==> src/rtl/debug_dump_sequencer.sv <==
// debug_dump_sequencer: walks the pipeline debug state (PC, register file,
// data memory) and hands one 32-bit word at a time to the TX bit-serial
// buffer, strobing o_tx_start only when the buffer reports empty.
// Optional feature macro: DUMP_HEADER_EN prepends a {16'hD0D0, count} word.
//
// Handshake: a word is offered by a single-cycle o_tx_start strobe while
// i_tx_buffer_empty is high. The buffer drops empty one cycle after it sees
// the strobe, so empty is sampled again only after the intervening FETCH
// cycle. That guarantees exactly one strobe per word.
module debug_dump_sequencer #(
    parameter int INSTRUCT_MEM_WIDTH = 32,
    parameter int NUM_REGS           = 32,
    parameter int REG_ADDR_WIDTH     = 5,
    parameter int NUM_MEM_WORDS      = 16,
    parameter int MEM_ADDR_WIDTH     = 5
) (
    input  logic                          i_clk,
    input  logic                          i_reset,
    input  logic                          i_dump_start,
    input  logic                          i_tx_buffer_empty,
    input  logic [INSTRUCT_MEM_WIDTH-1:0] i_pc,
    input  logic [INSTRUCT_MEM_WIDTH-1:0] i_reg_data,
    input  logic [INSTRUCT_MEM_WIDTH-1:0] i_mem_data,
    output logic [REG_ADDR_WIDTH-1:0]     o_reg_addr,
    output logic [MEM_ADDR_WIDTH-1:0]     o_mem_addr,
    output logic [INSTRUCT_MEM_WIDTH-1:0] o_pipeline_info,
    output logic                          o_tx_start,
    output logic                          o_busy,
    output logic                          o_done,
    output logic [15:0]                   o_words_sent,
    output logic [2:0]                    o_dbg_state
);

`ifdef DUMP_HEADER_EN
    localparam int HDR     = 1;
    localparam int PAYLOAD = NUM_REGS + NUM_MEM_WORDS + 1;
`else
    localparam int HDR     = 0;
`endif
    // Index of the final word of the frame.
    localparam int LAST = HDR + NUM_REGS + NUM_MEM_WORDS;

    typedef enum logic [2:0] {
        S_IDLE   = 3'd0,
        S_FETCH  = 3'd1,
        S_SEND   = 3'd2,
        S_PULSE  = 3'd3,
        S_FINISH = 3'd4
    } state_t;

    state_t                          state_q, state_d;
    logic [15:0]                     k_q, k_d;
    logic [INSTRUCT_MEM_WIDTH-1:0]   info_q, info_d;
    logic                            tx_q, tx_d;
    logic                            done_q, done_d;
    logic                            busy_q, busy_d;
    logic [15:0]                     words_q, words_d;
    logic [REG_ADDR_WIDTH-1:0]       reg_addr_q, reg_addr_d;
    logic [MEM_ADDR_WIDTH-1:0]       mem_addr_q, mem_addr_d;
    logic [INSTRUCT_MEM_WIDTH-1:0]   sel_word;
    logic                            in_reg, in_mem;

    // Word selected by the current frame index k.
    always_comb begin
        sel_word = i_mem_data;
`ifdef DUMP_HEADER_EN
        if (k_q == 16'd0)
            sel_word = {16'hD0D0, 16'(PAYLOAD)};
        else
`endif
        if (k_q == 16'(HDR))
            sel_word = i_pc;
        else if (k_q <= 16'(HDR + NUM_REGS))
            sel_word = i_reg_data;
    end

    // Next-state and registered-output logic of the dump FSM.
    always_comb begin
        state_d = state_q;
        k_d     = k_q;
        info_d  = info_q;
        tx_d    = 1'b0;
        done_d  = 1'b0;
        words_d = words_q;
        case (state_q)
            S_IDLE: begin
                if (i_dump_start) begin
                    state_d = S_FETCH;
                    k_d     = 16'd0;
                    words_d = 16'd0;
                end
            end
            S_FETCH: begin
                info_d  = sel_word;
                state_d = S_SEND;
            end
            S_SEND: begin
                if (i_tx_buffer_empty) begin
                    tx_d    = 1'b1;
                    state_d = S_PULSE;
                end
            end
            S_PULSE: begin
                words_d = words_q + 16'd1;
                if (k_q == 16'(LAST)) begin
                    state_d = S_FINISH;
                end else begin
                    k_d     = k_q + 16'd1;
                    state_d = S_FETCH;
                end
            end
            S_FINISH: begin
                if (i_tx_buffer_empty) begin
                    done_d  = 1'b1;
                    state_d = S_IDLE;
                end
            end
            default: state_d = S_IDLE;
        endcase
        busy_d = (state_d != S_IDLE);
    end

    // Read addresses follow the next index so read data is settled at FETCH.
    always_comb begin
        in_reg     = (k_d >= 16'(HDR + 1)) && (k_d <= 16'(HDR + NUM_REGS));
        in_mem     = (k_d > 16'(HDR + NUM_REGS)) && (k_d <= 16'(LAST));
        reg_addr_d = in_reg ? REG_ADDR_WIDTH'(k_d - 16'(HDR + 1)) : '0;
        mem_addr_d = in_mem ? MEM_ADDR_WIDTH'(k_d - 16'(HDR + NUM_REGS + 1)) : '0;
    end

    // State and output registers; async reset clears everything to IDLE.
    always_ff @(posedge i_clk or negedge i_reset) begin
        if (!i_reset) begin
            state_q    <= S_IDLE;
            k_q        <= '0;
            info_q     <= '0;
            tx_q       <= 1'b0;
            done_q     <= 1'b0;
            busy_q     <= 1'b0;
            words_q    <= '0;
            reg_addr_q <= '0;
            mem_addr_q <= '0;
        end else begin
            state_q    <= state_d;
            k_q        <= k_d;
            info_q     <= info_d;
            tx_q       <= tx_d;
            done_q     <= done_d;
            busy_q     <= busy_d;
            words_q    <= words_d;
            reg_addr_q <= reg_addr_d;
            mem_addr_q <= mem_addr_d;
        end
    end

    assign o_reg_addr      = reg_addr_q;
    assign o_mem_addr      = mem_addr_q;
    assign o_pipeline_info = info_q;
    assign o_tx_start      = tx_q;
    assign o_busy          = busy_q;
    assign o_done          = done_q;
    assign o_words_sent    = words_q;
    assign o_dbg_state     = state_q;

endmodule

==> config.mk <==
export PLATFORM = sky130hd
export DESIGN_NAME = debug_dump_sequencer
export DESIGN_NICKNAME = d
export VERILOG_FILES = /design/src/rtl/debug_dump_sequencer.sv
export SDC_FILE = /design/constraint.sdc
export NUM_CORES = 1
export LEC_CHECK = 0
export ABC_AREA = 1
export CAP_MARGIN = 20
export CORE_MARGIN = 4
export CORE_UTILIZATION = 63
export DETAILED_ROUTE_END_ITERATION = 12
export DONT_BUFFER_PORTS = 1
export GPL_ROUTABILITY_DRIVEN = 0
export HOLD_SLACK_MARGIN = 0.05
export PLACE_DENSITY = 0.79
export REMOVE_ABC_BUFFERS = 1
export SETUP_SLACK_MARGIN = 0.2
export SLEW_MARGIN = 20
export SYNTH_ARGS = -nofsm -noshare
export SYNTH_HDL_FRONTEND = slang
export SYNTH_SLANG_ARGS = --single-unit
==> constraint.sdc <==
create_clock -name i_clk -period 2.3 [get_ports i_clk]
set_input_delay 0.46 -clock i_clk [delete_from_list [all_inputs] [get_ports i_clk]]
set_output_delay 0.46 -clock i_clk [all_outputs]
set_load 0.01 [all_outputs]
Word-level counts from Yosys, hierarchy flattened
Index checks and enable logic that the tools add are counted.

Logic and storage cells: 48. Memories kept: 0. Bits in latches: 0. Bits in writable memories: 0. Register bits after elaboration: 80. Memory bits (read-only): 0.

$add $sub $neg: 4. Bitwise gates (word level): 0. Order comparisons: 5. Eq/ne operators: 6. Multipliers: 0. Reductions and logical operators: 7. Divide/modulo/power cells: 0. Shift operators: 0. Multiplexer cells: 17.

Operators with widths (count): 32-bit two-way mux (2); 16-bit one-hot mux with 2 select lines (2); 16-bit by 6-bit less-or-equal comparator with 1-bit output (second input constant) (3); 16-bit two-way mux (3); 16-bit by 1-bit adder with 16-bit output (second input constant) (2); 16-bit by 6-bit equality test with 1-bit output (second input constant) (1); 16-bit by 1-bit >= comparator with 1-bit output (second input constant) (1); 16-bit by 6-bit > comparator with 1-bit output (second input constant) (1); 16-bit logical NOT (1); 3-bit one-hot mux with 5 select lines (1); 3-bit two-way mux (4); 5-bit two-way mux (2); 5-bit by 1-bit subtractor with 5-bit output (second input constant) (2); 3-bit by 2-bit equality test with 1-bit output (second input constant) (2); 3-bit by 1-bit equality test with 1-bit output (second input constant) (1); 3-bit equality test (second input constant) (1); 3-bit logical NOT (1); 1-bit two-way mux (3); 3-bit nonzero test (1); 1-bit logical AND (2); 2-bit != test (second input constant) (1); 2-bit AND reduction (1); 2-bit nonzero test (1).

Longest topological paths before layout
Depth after elaboration: 6. Mapped depth: 16. Gate-level depth less buffers: 16.

Worst setup path after synthesis
OpenSTA, ideal clock, no wires.

Path type: register -> register. Start point: register state_q[0], in the netlist o_dbg_state[0]. End point: register reg_addr_q[0], in the netlist o_reg_addr[0]. Setup slack: 131 ps. Stages on the path, launching flop included: 16. Arrival time: 2096 ps. Buffers on the path: 1. Clock period less this slack: 2169 ps. Cell sequence: dfrtp_1 -> buf_6 -> nor2_2 -> nand2_4 -> nor2_8 -> nor2_2 -> inv_1 -> o21ai_1 -> a21oi_2 -> ha_1 -> nand4_1 -> nor3_1 -> nand2_1 -> nand2_1 -> nand3_2 -> nor2_1.

Longest elaborated chain between the ends: 5.

Ends and longest elaborated chain: start: declaration (line 51) `state_t state_q, state_d;`; start signal: assignment (line 144) `state_q <= state_d;`; 3-bit by 2-bit equality test with 1-bit output or 3-bit logical NOT (tied branches) (line 85) `case (state_q)`; 16-bit one-hot mux with 2 select lines * (line 85); 16-bit by 1-bit >= comparator with 1-bit output or 16-bit by 6-bit less-or-equal comparator with 1-bit output (tied branches) (line 125) `in_reg = (k_d >= 16'(HDR + 1)) && (k_d <= 16'(HDR + NUM_REGS));`; 1-bit logical AND (line 125); 5-bit two-way mux * (line 127) `reg_addr_d = in_reg ? REG_ADDR_WIDTH'(k_d - 16'(HDR + 1)) : '0;`; via reg_addr_d[0] (line 58) `logic [REG_ADDR_WIDTH-1:0] reg_addr_q, reg_addr_d;`; end signal: assignment (line 151) `reg_addr_q <= reg_addr_d;`; end: declaration (line 58).

The timed path passes the listed nets; every way through them passes the cells marked *. A chain may end at the register's enable or synchronous reset.

Worst setup path after layout
Start point: register k_q[0]. End point: register mem_addr_q[0], in the netlist o_mem_addr[0].

Longest elaborated chain between the ends: 6.

Ends and longest elaborated chain: start: declaration (line 52) `logic [15:0] k_q, k_d;`; start signal: assignment (line 145) `k_q <= k_d;`; 16-bit by 1-bit adder with 16-bit output or 16-bit by 6-bit equality test with 1-bit output (tied branches) (line 108, 105); 16-bit two-way mux (line 105) `if (k_q == 16'(LAST)) begin`; 16-bit one-hot mux with 2 select lines * (line 85); 16-bit by 6-bit > comparator with 1-bit output or 16-bit by 6-bit less-or-equal comparator with 1-bit output (tied branches) (line 126) `in_mem = (k_d > 16'(HDR + NUM_REGS)) && (k_d <= 16'(LAST));`; 1-bit logical AND (line 126); 5-bit two-way mux * (line 128) `mem_addr_d = in_mem ? MEM_ADDR_WIDTH'(k_d - 16'(HDR + NUM_REGS + 1)) : '0;`; via mem_addr_d[0] (line 59) `logic [MEM_ADDR_WIDTH-1:0] mem_addr_q, mem_addr_d;`; end signal: assignment (line 152) `mem_addr_q <= mem_addr_d;`; end: declaration (line 59).

Marks and branches as above.

==> impl_metrics.json <==
{
  "run_status": "finished, violations left",
  "failed_checks": "negative hold slack, negative setup slack",
  "power_density_nw_per_um2": 1650,
  "gr-usage-all-layers": 0.305,
  "fillers": 550,
  "h-tree-depth": 3,
  "boundaryPins": 164,
  "diodes": 0,
  "synth.largest_area_cell": "dfrtp_1",
  "routed_wire_length_per_instance_um": 18.4,
  "drt-initial-drc-count": 359,
  "cts_tree": "yes",
  "hpwl_um": 9500,
  "insertion_delay_ns": 0.35,
  "area_delta_synth_final_pct": 15.1,
  "finalHoldViolCount": 80,
  "grt_overflow": 0,
  "net_sw_power_mw": 4.62,
  "grt_pass1_wl_um": 21500,
  "die_h_um": 95.1,
  "worst_ep_required_time_ns": 2.57,
  "core.rowCount": 31,
  "die_x_um": 95.1,
  "clock_edge_transition_at_the_registers_on_the_reported_setup_and_hold_paths_ns": 0.09,
  "mappedNetlistArea_um2": 4780,
  "setup_repair_after_global_routing_missed_its_margin": "true",
  "fraction_of_registers_with_async_set_reset": 1.00,
  "min-delay-path-class": "in2async",
  "clkSinkCount": 80,
  "route.vias.total": 4689,
  "critPathLaunchType": "register",
  "grt_max_degree": 81,
  "timing_max_transition_violations_final": 0,
  "worstSetupEndpointType": "register",
  "antenna_found_initial": 0,
  "power.share.sequential": 0.277,
  "antenna_violating_nets_remaining": 0,
  "worstSetupPathType": "reg2reg",
  "count_of_distinct_cell_types_in_the_synthesized_netlist": 38,
  "seq_area_frac_synth": 0.419,
  "yosys.area.top_type_share": 0.419,
  "relSlewSlack": 0.706,
  "cell_at_the_root_of_the_clock_tree": "clkbuf_8",
  "ir_drop_mv": 0.891,
  "timing.final.ws_setup_ns": -0.0755,
  "drcViolationCount": 0,
  "fin_crit_sh": 1.03,
  "post_synth.cell_area_avg_um2": 7.60,
  "fp.dieArea_um2": 9040,
  "avgViaCountPerCell": 6.14,
  "clock_power_share": 0.114,
  "power.internal_mw": 4.48,
  "critical_path_data_arrival_time_ns": 2.64,
  "start_util": 0.652,
  "synth_cells": 629,
  "number_of_enable_type_register_cells_in_the_synthesized_netlist": 0,
  "final_cell_mix": "nand2_1 (131), dfrtp_1 (76), a21oi_1 (72)",
  "cap_violations": 0,
  "synth.ff_latch_count": 80,
  "fmax_mhz": 421,
  "drive_above_1_share": 0.197,
  "post_synth_main_area_contributors": "dfrtp_1 (42%), nand2_1 (11%), a21oi_1 (7.5%), inv_1 (5.8%), o211ai_1 (5.0%)",
  "grt_pass1_vias": 4431,
  "share_comb_of_total_power": 0.608,
  "worst-r2r-cell-count": 15,
  "finalWorstPathRequiredPeriod_ns": 2.38,
  "place.detailed.instances": 725,
  "hold_ws_ns": -0.205,
  "tritoncts.num_buffers": 9,
  "drtPass1Iterations": 5,
  "report.final.setup_viol": 6,
  "swShare": 0.508,
  "cts-root-to-sink-buffers": 2,
  "layout.cells.most_common": "nand2_1",
  "critPathMaxFanout": 5,
  "numPortBuffers": 0,
  "wirelength_um": 14100,
  "yosysWarningCount": 0,
  "core_area_um2": 7330,
  "leakage_nw": 2.55,
  "net_count_of_the_finished_layout": 766,
  "max_slew.worst_pin.slew_ns": 0.437,
  "synth_top_flop_cell": "dfrtp_1",
  "layout.core_utilization": 0.750,
  "final_non_filler_cell_total": 764,
  "clock_skew_ns": 0.0136,
  "detailedPlace.worstSlack_ns": -0.0256
}
[per-stage QoR]
step           cell area, um2  TNS (ns)  total power [mW]
3_3_place_gp             4970         0              7.14
2_1_floorplan            4640    -16.23              5.70
3_5_place_dp             4970   -0.0998              7.33
6_report                 5500    -0.333              9.10
5_1_grt                  5500    -0.913              9.73
4_1_cts                  5360         0              8.73
[path summary, 6_finish.rpt]
path | startpoint | end | slack, ns
setup / recovery | k_q[0] | o_mem_addr[0] | -0.08
hold / removal | i_reset | k_q[15] | -0.21
setup reg to reg | k_q[0] | o_mem_addr[0] | -0.08
hold reg to reg | o_dbg_state[0] | o_done | 0.54
max in group asynchronous | i_reset | o_dbg_state[0] | 2.36
min in group i_clk | i_pc[23] | o_pipeline_info[23] | 0.32
[repair_timing]
action / in CTS / in global routing
endpoints found under the setup margin: 10 / 43
pin swaps: 18 / 8
setup buffers: 16 / 7
resized for setup: 21 / 24
endpoints found under the hold margin: 80 / 80
[kinds of logic after synthesis]
logic type	after synthesis	synth area share
flip-flops	80	0.419
multiplexers	2	0.00419
AND/OR/NAND/NOR	263	0.256
XOR/XNOR	7	0.0128
buffers and inverters	113	0.0953
adder cells (fa/ha/maj)	6	0.0157
AO/OA/AOI/OAI	158	0.197
[power groups by stage]
stage          Combinational, mW  Sequential, mW  Clock (mW)
2_1_floorplan               3.20            2.50           0
3_3_place_gp                4.63            2.51           0
3_5_place_dp                4.80            2.53           0
4_1_cts                     5.17            2.50        1.06
5_1_grt                     6.05            2.57        1.12
6_report                    5.54            2.52        1.04
[synthesized netlist by cell type (2+ instances only)]
cell / number
a21oi_1: 72
nor2_2: 4
o211ai_1: 32
xnor2_1: 3
nand3b_1: 3
o21ai_1: 2
buf_6: 2
nand3_1: 35
inv_1: 74
nand4_1: 8
clkinv_1: 2
nor2_4: 6
nand2_1: 134
clkbuf_1: 21
nor3_1: 8
mux2i_1: 2
dfrtp_1: 80
o21bai_1: 2
nand3_2: 4
buf_2: 4
ha_1: 6
a31oi_1: 32
xor2_1: 4
buf_4: 3
nor2_1: 49
o22ai_1: 4
nand2_2: 7
inv_2: 7
o21ai_0: 9
nand3_4: 2
[registers in the layout, indices dropped and copies added, names as in the netlist]
| signal | count |
|---|---|
| o_pipeline_info | 32 |
| o_words_sent | 16 |
| o_tx_start | 1 |
| o_dbg_state | 3 |
| o_done | 1 |
| k_q | 16 |
| o_busy | 1 |
| o_mem_addr | 5 |
| o_reg_addr | 5 |
[cell type report]
cell class,count,area [um2],share of cell area
multi-input combinational,436,2450,0.446
sequential,80,2010,0.365
timing repair buffer,50,403,0.0732
inverter,83,317,0.0576
clock buffer,11,141,0.0257
tap,99,124,0.0225
clock inverter,5,56.3,0.0102
[layer usage]
layer  global-route usage  wire length (um)  vias to the layer above
met4               0.0962               473                        0
li1                     -                 -                     2168
met3               0.0789              1510                       54
met5                    0                 0                        -
met1                0.376              5380                     2175
met2                0.525              6730                      292
[worst max-delay path, stage by stage, from the launching register on]
cell	delay (ns)
dfrtp_1	0.42
inv_2	0.08
ha_1	0.18
nand2_2	0.09
nor2_2	0.10
nand2_2	0.11
nand2_2	0.11
nand2_1	0.10
o21ai_4	0.09
ha_2	0.20
nand4_1	0.16
nor2_2	0.18
o21ai_1	0.10
nand2_1	0.10
nand3_2	0.13
nor2_2	0.15
No activity file was read; power rests on OpenSTA's default activity.
